### src/rtl/mcoi_ps_snapshot_writer_pkg.sv
// Shared types and helpers for the PS shared-memory snapshot writer.
// The header word layout is defined here so the RTL and PS software agree on one packing.
package mcoi_ps_snapshot_writer_pkg;

    typedef enum logic [2:0] {
        ST_IDLE    = 3'd0,
        ST_CAPTURE = 3'd1,
        ST_WRITE   = 3'd2,
        ST_HEADER  = 3'd3,
        ST_COMMIT  = 3'd4
    } state_e;

    localparam logic [3:0] BYTE_EN_ALL  = 4'hF;
    localparam logic [7:0] OVERRUN_MAX  = 8'hFF;

    // Header: sequence number in the upper half, payload word count in the lower half.
    function automatic logic [31:0] pack_header(input logic [15:0] seq, input logic [15:0] count);
        return {seq, count};
    endfunction

endpackage

### src/rtl/mcoi_ps_snapshot_writer.sv
// Captures a block of status words on a trigger and writes it to one of two ping-pong pages
// of PS shared memory; payload first, header last, then publishes the page via a toggle.
module mcoi_ps_snapshot_writer
    import mcoi_ps_snapshot_writer_pkg::*;
#(
    parameter int unsigned NUM_WORDS  = 16,
    parameter logic [31:0] PAGE0_BASE = 32'h0000_0000,
    parameter logic [31:0] PAGE1_BASE = 32'h0000_0400,
    parameter int unsigned SEQ_W      = 16
) (
    input  logic                   clk,
    input  logic                   reset_n,
    input  logic                   enable_i,
    input  logic                   trigger_i,
    input  logic [NUM_WORDS*32-1:0] data_i,
    input  logic                   ack_tgl_i,
    output logic                   en_o,
    output logic [3:0]             we_o,
    output logic [31:0]            addr_o,
    output logic [31:0]            din_o,
    output logic                   busy_o,
    output logic                   page_o,
    output logic                   commit_tgl_o,
    output logic [SEQ_W-1:0]       seq_o,
    output logic [7:0]             overrun_o,
    output logic                   done_o
);

    localparam logic [7:0] LAST_IDX = 8'(NUM_WORDS - 1);

    state_e             state_q, state_d;
    logic [7:0]         idx_q, idx_d;
    logic               tp_q, tp_d;
    logic               page_q, page_d;
    logic               tgl_q, tgl_d;
    logic [SEQ_W-1:0]   seq_q, seq_d;
    logic [SEQ_W-1:0]   seq_inc;
    logic [7:0]         ovr_q, ovr_d;
    logic               en_q, en_d;
    logic [3:0]         we_q, we_d;
    logic [31:0]        addr_q, addr_d;
    logic [31:0]        din_q, din_d;
    logic               busy_q, busy_d;
    logic               done_q, done_d;

    logic [31:0]        data_words [NUM_WORDS];
    logic [31:0]        shadow_q   [NUM_WORDS];
    logic [31:0]        shadow_d   [NUM_WORDS];
    logic [31:0]        wr_word;
    logic [31:0]        page_base;
    logic               trig_req;
    logic               pending;
    logic               drop;

    // Shadow copy is taken while in CAPTURE; it needs no reset because it is always
    // rewritten before any of its words reach the bus.
    genvar gi;
    generate
        for (gi = 0; gi < NUM_WORDS; gi++) begin : g_shadow
            assign data_words[gi] = data_i[32*gi +: 32];
            assign shadow_d[gi]   = (state_q == ST_CAPTURE) ? data_words[gi] : shadow_q[gi];

            always_ff @(posedge clk) begin
                shadow_q[gi] <= shadow_d[gi];
            end
        end
    endgenerate

    assign trig_req = trigger_i & enable_i;
    assign pending  = tgl_q ^ ack_tgl_i;
    assign drop     = trig_req & ((state_q != ST_IDLE) | pending);
    assign seq_inc  = seq_q + 1'b1;

    always_comb begin
        state_d = state_q;
        idx_d   = idx_q;
        tp_d    = tp_q;
        page_d  = page_q;
        tgl_d   = tgl_q;
        seq_d   = seq_q;
        ovr_d   = ovr_q;

        case (state_q)
            ST_IDLE: begin
                if (trig_req && !pending) begin
                    state_d = ST_CAPTURE;
                    tp_d    = ~page_q;
                end
            end
            ST_CAPTURE: begin
                idx_d   = '0;
                state_d = ST_WRITE;
            end
            ST_WRITE: begin
                if (idx_q == LAST_IDX) begin
                    state_d = ST_HEADER;
                end else begin
                    idx_d = idx_q + 8'd1;
                end
            end
            ST_HEADER: begin
                // Publish together with the COMMIT cycle; the header write has completed by then.
                state_d = ST_COMMIT;
                page_d  = tp_q;
                seq_d   = seq_inc;
                tgl_d   = ~tgl_q;
            end
            ST_COMMIT: begin
                state_d = ST_IDLE;
            end
            default: begin
                state_d = ST_IDLE;
            end
        endcase

        if (drop && (ovr_q != OVERRUN_MAX)) begin
            ovr_d = ovr_q + 8'd1;
        end

        // Word 0 leaves in the same edge the shadow is loaded, so take it straight from the input.
        wr_word = '0;
        if (state_q == ST_CAPTURE) begin
            wr_word = data_words[0];
        end else begin
            for (int k = 0; k < NUM_WORDS; k++) begin
                if (idx_d == 8'(k)) begin
                    wr_word = shadow_q[k];
                end
            end
        end

        page_base = tp_d ? PAGE1_BASE : PAGE0_BASE;
        en_d      = 1'b0;
        we_d      = '0;
        addr_d    = '0;
        din_d     = '0;
        case (state_d)
            ST_WRITE: begin
                en_d   = 1'b1;
                we_d   = BYTE_EN_ALL;
                addr_d = page_base + {22'd0, idx_d + 8'd1, 2'b00};
                din_d  = wr_word;
            end
            ST_HEADER: begin
                en_d   = 1'b1;
                we_d   = BYTE_EN_ALL;
                addr_d = page_base;
                din_d  = pack_header(16'(seq_inc), 16'(NUM_WORDS));
            end
            default: ;
        endcase
        busy_d = (state_d != ST_IDLE);
        done_d = (state_d == ST_COMMIT);
    end

    always_ff @(posedge clk) begin
        if (!reset_n) begin
            state_q <= ST_IDLE;
            idx_q   <= '0;
            tp_q    <= 1'b0;
            page_q  <= 1'b0;
            tgl_q   <= 1'b0;
            seq_q   <= '0;
            ovr_q   <= '0;
            en_q    <= 1'b0;
            we_q    <= '0;
            addr_q  <= '0;
            din_q   <= '0;
            busy_q  <= 1'b0;
            done_q  <= 1'b0;
        end else begin
            state_q <= state_d;
            idx_q   <= idx_d;
            tp_q    <= tp_d;
            page_q  <= page_d;
            tgl_q   <= tgl_d;
            seq_q   <= seq_d;
            ovr_q   <= ovr_d;
            en_q    <= en_d;
            we_q    <= we_d;
            addr_q  <= addr_d;
            din_q   <= din_d;
            busy_q  <= busy_d;
            done_q  <= done_d;
        end
    end

    assign en_o         = en_q;
    assign we_o         = we_q;
    assign addr_o       = addr_q;
    assign din_o        = din_q;
    assign busy_o       = busy_q;
    assign page_o       = page_q;
    assign commit_tgl_o = tgl_q;
    assign seq_o        = seq_q;
    assign overrun_o    = ovr_q;
    assign done_o       = done_q;

endmodule

### config.mk
export PLATFORM = sky130hd
export DESIGN_NAME = mcoi_ps_snapshot_writer
export DESIGN_NICKNAME = d
export VERILOG_FILES = /design/src/rtl/mcoi_ps_snapshot_writer_pkg.sv /design/src/rtl/mcoi_ps_snapshot_writer.sv
export SDC_FILE = /design/constraint.sdc
export NUM_CORES = 1
export LEC_CHECK = 0
export CORE_ASPECT_RATIO = 0.6
export CORE_MARGIN = 1
export CORE_UTILIZATION = 46
export CTS_BUF_LIST = sky130_fd_sc_hd__clkbuf_8
export CTS_CLUSTER_SIZE = 8
export DETAILED_ROUTE_END_ITERATION = 12
export PLACE_DENSITY = 0.76
export SYNTH_ARGS = -nofsm -noshare
export SYNTH_HDL_FRONTEND = slang
export SYNTH_SLANG_ARGS = --single-unit
### constraint.sdc
create_clock -name clk -period 18.75 [get_ports clk]
set_input_delay 4.6875 -clock clk [delete_from_list [all_inputs] [get_ports clk]]
set_output_delay 4.6875 -clock clk [all_outputs]
set_load 0.005 [all_outputs]
==> results of run 1 <==
## metal layers
layer / up-vias / global-route usage [%] / part of all wire (%)
li1: 8342 / - / -
met1: 9926 / 49.4 / 37
met2: 1605 / 55.4 / 44
met3: 231 / 13.8 / 14
met4: 6 / 15.5 / 3.9
met5: - / 0 / 0.032
## state kept, by name, indices dropped and copies added (netlist names)
register	flops
idx_q	8
page_o	1
tp_q	1
overrun_o	8
done_o	1
addr_o	9
busy_o	1
state_q	3
seq_o	16
we_o	1
shadow_q	512
din_o	32
commit_tgl_o	1
## final cells by class
class	count	area [sq um]
Sequential cell	594	17000
Antenna cell	11	27.5
Clock inverter	57	244
Clock buffer	97	1340
Multi-Input combinational cell	1095	6790
Tap cell	703	880
Timing Repair Buffer	633	6240
Fill cell	4108	19900
Inverter	17	71.3
## metrics by stage
step,total power (uW),worst slack (ps),util [%],std cells
after floorplan,1580,1180,-,1837
after global placement,1740,11530,59.0,3042
after detailed placement,1740,11340,59.0,3042
after CTS,2700,12080,62.0,3196
after global routing,2770,11750,62.0,3199
final,2710,11920,62.1,3207
## worst paths after layout
check | to | cells after the start | start
worst max-delay path | din_o[15]$_SDFF_PN0_ | 7 | reset_n
worst min-delay path | page_o$_SDFFE_PN0P_ | 2 | tp_q$_SDFF_PN0_
worst max register to register | din_o[29]$_SDFF_PN0_ | 12 | state_q[1]$_SDFF_PN0_
worst min register to register | page_o$_SDFFE_PN0P_ | 2 | tp_q$_SDFF_PN0_
## layout by cell type, fill, tap and decap left out, types with 10 or more instances in the layout
cell type,n
a221o_1,15
xnor2_1,26
and2_1,32
nand4_1,15
inv_1,60
a21oi_1,86
o211ai_1,24
nand2_1,144
a31oi_1,18
o22ai_1,48
xor2_1,14
o221ai_1,30
conb_1,23
nor3_1,42
o21ai_1,11
clkbuf_8,97
nor2_2,10
and3_1,17
a22oi_1,33
nand3_1,45
o21ai_0,91
a22o_1,13
diode_2,11
clkdlybuf4s50_1,590
or3_1,12
dfxtp_1,82
buf_4,42
nor2_1,121
a211oi_1,20
a221oi_1,37
edfxtp_1,512
## cells by family after synthesis
| logic type | Yosys count | share of synthesized area (%) |
|---|---|---|
| xor gates and xnor gates | 40 | 1.43 |
| AOI/OAI and AO/OA | 532 | 15.2 |
| adders and majority gates | 7 | 0.358 |
| other | 1 | 0.0153 |
| DFF | 594 | 69.5 |
| and+or+nand+nor | 490 | 10.1 |
| buffers and inverters | 148 | 3.14 |
| muxes | 3 | 0.123 |
## critical path, cell delays in order
cell and delay (ps):
clkdlybuf4s50_1 470, buf_4 490, and2_0 340, nand2_1 480, nor2_1 580, a21oi_1 170
a31oi_1 200
## power by group through the flow
stage / clock network (uW) / logic [uW] / registers (uW)
floorplan: 0 / 65.3 / 1510
global placement: 0 / 240 / 1500
detailed placement: 0 / 241 / 1500
CTS: 989 / 243 / 1470
global route: 1050 / 254 / 1470
finish: 985 / 249 / 1470
==> results.sh, run 1 <==
export IMPL_outcome="finished with violations"
export IMPL_violations="capacitance limit, slew limit"
export IMPL_cellLeakagePower_uw=0.0109
export IMPL_ys_flop_type="edfxtp_1"
export IMPL_p_sw_share_pct=23.8
export IMPL_first_pass_iters=8
export IMPL_avgSynthCellArea_sq_um=13.5
export IMPL_rrSetupSlack_ps=11950
export IMPL_cts_tree="built"
export IMPL_synth_cells=1815
export IMPL_wl_per_cell_um=32.3
export IMPL_vias=20100
export IMPL_nets=2954
export IMPL_first_global_vias=19600
export IMPL_critPathKind="primary input to flop"
export IMPL_die_w_um=300
export IMPL_synth_top_area_share_pct=62.8
export IMPL_worstHoldPathType="flop to flop"
export IMPL_p_clk_share_pct=36.4
export IMPL_track_usage_pct=37.3
export IMPL_place_congestion=0.980
export IMPL_synthArstFlopShare_pct=0
export IMPL_rsz0062_at_grt="no"
export IMPL_area_growth_pct=33.3
export IMPL_yosysWarnings=0
export IMPL_rows=65
export IMPL_hpwlAfterDp_um=77200
export IMPL_cts_resized=0
export IMPL_grt_max_degree=203
export IMPL_synth_edff_count=512
export IMPL_critPathRequiredTime_ps=19360
export IMPL_finalSetupTns_ps=0
export IMPL_gr_total_overflow=0
export IMPL_clock_root_buffer="clkbuf_8"
export IMPL_cts_setup_buffers=0
export IMPL_combinationalPowerShare_pct=9.2
export IMPL_drt_wl_total_um=104000
export IMPL_period_needed_ps=6830
export IMPL_core_sq_um=52500
export IMPL_tightest_slew_ps=1590
export IMPL_p_seq_share_pct=54.4
export IMPL_clock_sinks=594
export IMPL_fin_area_sq_um=32600
export IMPL_synth_area_leaders="edfxtp_1 (63%), dfxtp_1 (6.7%), nand2_1 (2.2%)"
export IMPL_ant_nets=0
export IMPL_drv_cap=1
export IMPL_drc=0
export IMPL_cts_inserted_buffers=89
export IMPL_finClkSkew_ps=29.9
export IMPL_fmax_ghz=0.146
export IMPL_initial_core_util_pct=46.6
export IMPL_dpl_instance_area_sq_um=31000
export IMPL_ys_ff_latch=594
export IMPL_ys_top_cells_by_count="edfxtp_1 (512), nand2_1 (144), nor2_1 (123)"
export IMPL_start_kind="primary input"
export IMPL_yosysTopAreaCell="edfxtp_1"
export IMPL_htreeDepth=3
export IMPL_internal_power_uw=2060
export IMPL_io_pins=614
export IMPL_crit_fanout=54
export IMPL_grt_antenna_before_repair=19
export IMPL_yosysMostFrequentCell="edfxtp_1"
export IMPL_p_sw_uw=643
export IMPL_slew_viol_final=2
export IMPL_ctsLongestPathBuffers=3
export IMPL_min_period_over_period_pct=36.4
export IMPL_max_slew_margin_pct=-6.47
export IMPL_grt_pass1_wl_um=141000
export IMPL_end_kind="flop"
export IMPL_drive_gt1_share_pct=8.02
export IMPL_insertion_delay_ps=690
export IMPL_design_die_area_sq_um=54100
export IMPL_hold_viol_final=0
export IMPL_syn_cell_area_sq_um=24500
export IMPL_vias_per_cell=6.27
export IMPL_cts_hold_buf=0
export IMPL_portBuffers=590
export IMPL_ys_seq_area_share_pct=69.5
export IMPL_vdd_drop_max_mv=0.0584
export IMPL_path_clk_slew_ps=60
export IMPL_arrival_ps=7440
export IMPL_drt_iter0_markers=3190
export IMPL_die_height_um=181
export IMPL_synthDistinctLibCells=90
export IMPL_whs_ps=478
export IMPL_setup_viol=0
export IMPL_powerDensity_nw_per_um2=83.0
Power figures use the tool's default switching activity.
==> inputs of run 2 (changes only) <==
==> constraint.sdc (replaced) <==
create_clock -name clk -period 6.05 [get_ports clk]
set_input_delay 1.5125 -clock clk [delete_from_list [all_inputs] [get_ports clk]]
set_output_delay 1.5125 -clock clk [all_outputs]
set_load 0.005 [all_outputs]
==> run 2 against run 1 <==
Net effect: the run ends with slew limit left; register-to-register slack worse by 12000 ps; sequential share of layout area down 0.30 points; cell area grew 0.57%; clock power rose to 3.2 times the previous value; power grew to 3.1 times the previous value; first-iteration DRC count increased by 2.3%; non-clock buffer count increased by 17; worst hold slack improved by 14 ps; clock skew is 16 ps higher; critical path depth grew 10; critical path type is now flop to flop; critical endpoint is now din_o[13]$_SDFF_PN0_.
==> results.sh, run 2 (synthesized netlist as in run 1, its figures left out) <==
export IMPL_outcome="finished with violations"
export IMPL_violations="slew limit"
export IMPL_ant_nets=0
export IMPL_grt_max_degree=183
export IMPL_path_clk_slew_ps=80
export IMPL_htreeDepth=3
export IMPL_crit_family="compound AO/OA/AOI/OAI gates"
export IMPL_end_kind="flop"
export IMPL_rrSetupSlack_ps=260
export IMPL_gr_total_overflow=0
export IMPL_setup_viol=0
export IMPL_rsz0062_at_grt="no"
export IMPL_instances_no_fill=3220
export IMPL_clock_root_buffer="clkbuf_8"
export IMPL_area_growth_pct=34.0
export IMPL_r2r_start="state_q[1]$_SDFF_PN0_"
export IMPL_slowest_delay_ps=680
export IMPL_period_needed_ps=5790
export IMPL_fillers=4051
export IMPL_cp_slowest_cell="nor3b_1"
export IMPL_initial_core_util_pct=46.6
export IMPL_design_die_area_sq_um=54100
export IMPL_wl_per_cell_um=34.4
export IMPL_rr_endpoint="din_o[13]$_SDFF_PN0_"
export IMPL_powerDensity_nw_per_um2=260
export IMPL_first_global_vias=19400
export IMPL_hpwlAfterDp_um=85700
export IMPL_multiInputGateArea_sq_um=6780
export IMPL_worstHoldPathType="flop to flop"
export IMPL_place_congestion=1.08
export IMPL_slew_viol_final=1
export IMPL_layout_cells_most_common_list="clkdlybuf4s50_1 (590), edfxtp_1 (512), nand2_1 (144)"
export IMPL_place_ws_ps=635
export IMPL_critPathRequiredTime_ps=6660
export IMPL_rows=65
export IMPL_endpoint="din_o[13]$_SDFF_PN0_"
export IMPL_portBuffers=590
export IMPL_io_pins=614
export IMPL_max_slew_margin_pct=-1.63
export IMPL_vias_per_cell=6.37
export IMPL_crit_chain="nor3b_1 > nand3_1 > buf_4 > a31oi_1 > inv_1 > ha_2 > buf_4 > buf_4 > nand2b_1 > o22ai_1 > o21ai_0 > a31oi_1 > a31oi_1 > o311ai_0 > nand4_1 > a221oi_1 > o21ai_0"
export IMPL_drc=0
export IMPL_ctsLongestPathBuffers=3
export IMPL_die_height_um=181
export IMPL_min_from="tp_q$_SDFF_PN0_"
export IMPL_cts_tree="built"
export IMPL_final_common_cell="clkdlybuf4s50_1"
export IMPL_regMostFlops="shadow_q"
export IMPL_cts_inserted_buffers=90
export IMPL_min_period_over_period_pct=95.7
export IMPL_drt_wl_total_um=111000
export IMPL_tightest_slew_ps=1520
export IMPL_fmax_ghz=0.173
export IMPL_largest_reg_flops=512
export IMPL_drv_cap=0
export IMPL_critPathBufInv=4
export IMPL_cts_resized=0
export IMPL_cts_hold_buf=0
export IMPL_start_kind="flop"
export IMPL_crit_fanout=32
export IMPL_dp_cells=3059
export IMPL_first_pass_iters=6
export IMPL_power_uw=8520
export IMPL_r2r_cells=17
export IMPL_grt_antenna_before_repair=10
export IMPL_core_sq_um=52500
export IMPL_track_usage_pct=39.9
export IMPL_whs_ps=493
export IMPL_finClkSkew_ps=46.0
export IMPL_vdd_drop_max_mv=0.177
export IMPL_seq_area_sq_um=17000
export IMPL_critPathKind="flop to flop"
export IMPL_clock_sinks=594
export IMPL_insertion_delay_ps=720
export IMPL_layout_setup_ws_ps=259
export IMPL_vias=20500
export IMPL_drive_gt1_share_pct=8.59
export IMPL_drt_iter0_markers=3263
export IMPL_finalSetupTns_ps=0
export IMPL_die_w_um=300
export IMPL_cellLeakagePower_uw=0.0111
export IMPL_nets=2972
export IMPL_cts_setup_buffers=0
export IMPL_arrival_ps=6400
export IMPL_grt_pass1_wl_um=149000
export IMPL_cp_startpoint="state_q[1]$_SDFF_PN0_"
export IMPL_crit_cells=17
export IMPL_hold_viol_final=0
[run 2: changes by cell type in the layout (fill, tap and decap cells not counted), moves of 2 or more]
cell / previous run / this run
buf_4: 42 / 58
diode_2: 11 / 3
bufinv_16: 0 / 2
clkinv_1: 6 / 8
inv_6: 1 / 3
inv_8: 3 / 1
[run 2: worst min path at each step]
stage / depth (start not counted) / to / slack (ps)
6_report: 2 / page_o$_SDFFE_PN0P_ / 490
5_1_grt: 2 / page_o$_SDFFE_PN0P_ / 530
4_1_cts: 2 / page_o$_SDFFE_PN0P_ / 490
3_5_place_dp: 2 / page_o$_SDFFE_PN0P_ / 490
3_3_place_gp: 2 / page_o$_SDFFE_PN0P_ / 450
2_1_floorplan: 2 / page_o$_SDFFE_PN0P_ / 440
[run 2: routing by layer]
layer / up-vias / global-route usage, % / wire length [um]
li1: 8368 / - / -
met1: 10100 / 55.2 / 43500
met2: 1727 / 57.3 / 47100
met3: 276 / 14.7 / 15500
met4: 10 / 14.9 / 4490
met5: - / 0 / 60
[run 2: layout make-up]
cell class,count,area share (%)
antenna,3,0.0229
inverter,17,0.217
sequential,594,51.9
clock buffer,96,4.03
multi-input combinational,1095,20.7
clock inverter,62,1.01
tap,703,2.68
timing repair buffer,650,19.5
[run 2: worst min-delay path, stage by stage (launching register included)]
cell	delay (ps)
dfxtp_1	310
nand2_1	50
a21boi_0	80
[run 2: power by group]
| group | switching [uW] | internal [uW] | total, uW |
|---|---|---|---|
| clock | 1630 | 1550 | 3180 |
| combinational | 366 | 394 | 760 |
| sequential | 47.0 | 4530 | 4580 |
| total | 2040 | 6480 | 8520 |
[run 2: stage by stage]
stage                     area [sq um]  util (%)
after detailed placement         31100      59.3
final                            32800      62.4
after CTS                        32800      62.4
after global placement           31100      59.3
after floorplan                  24600         -
after global routing             32800      62.4
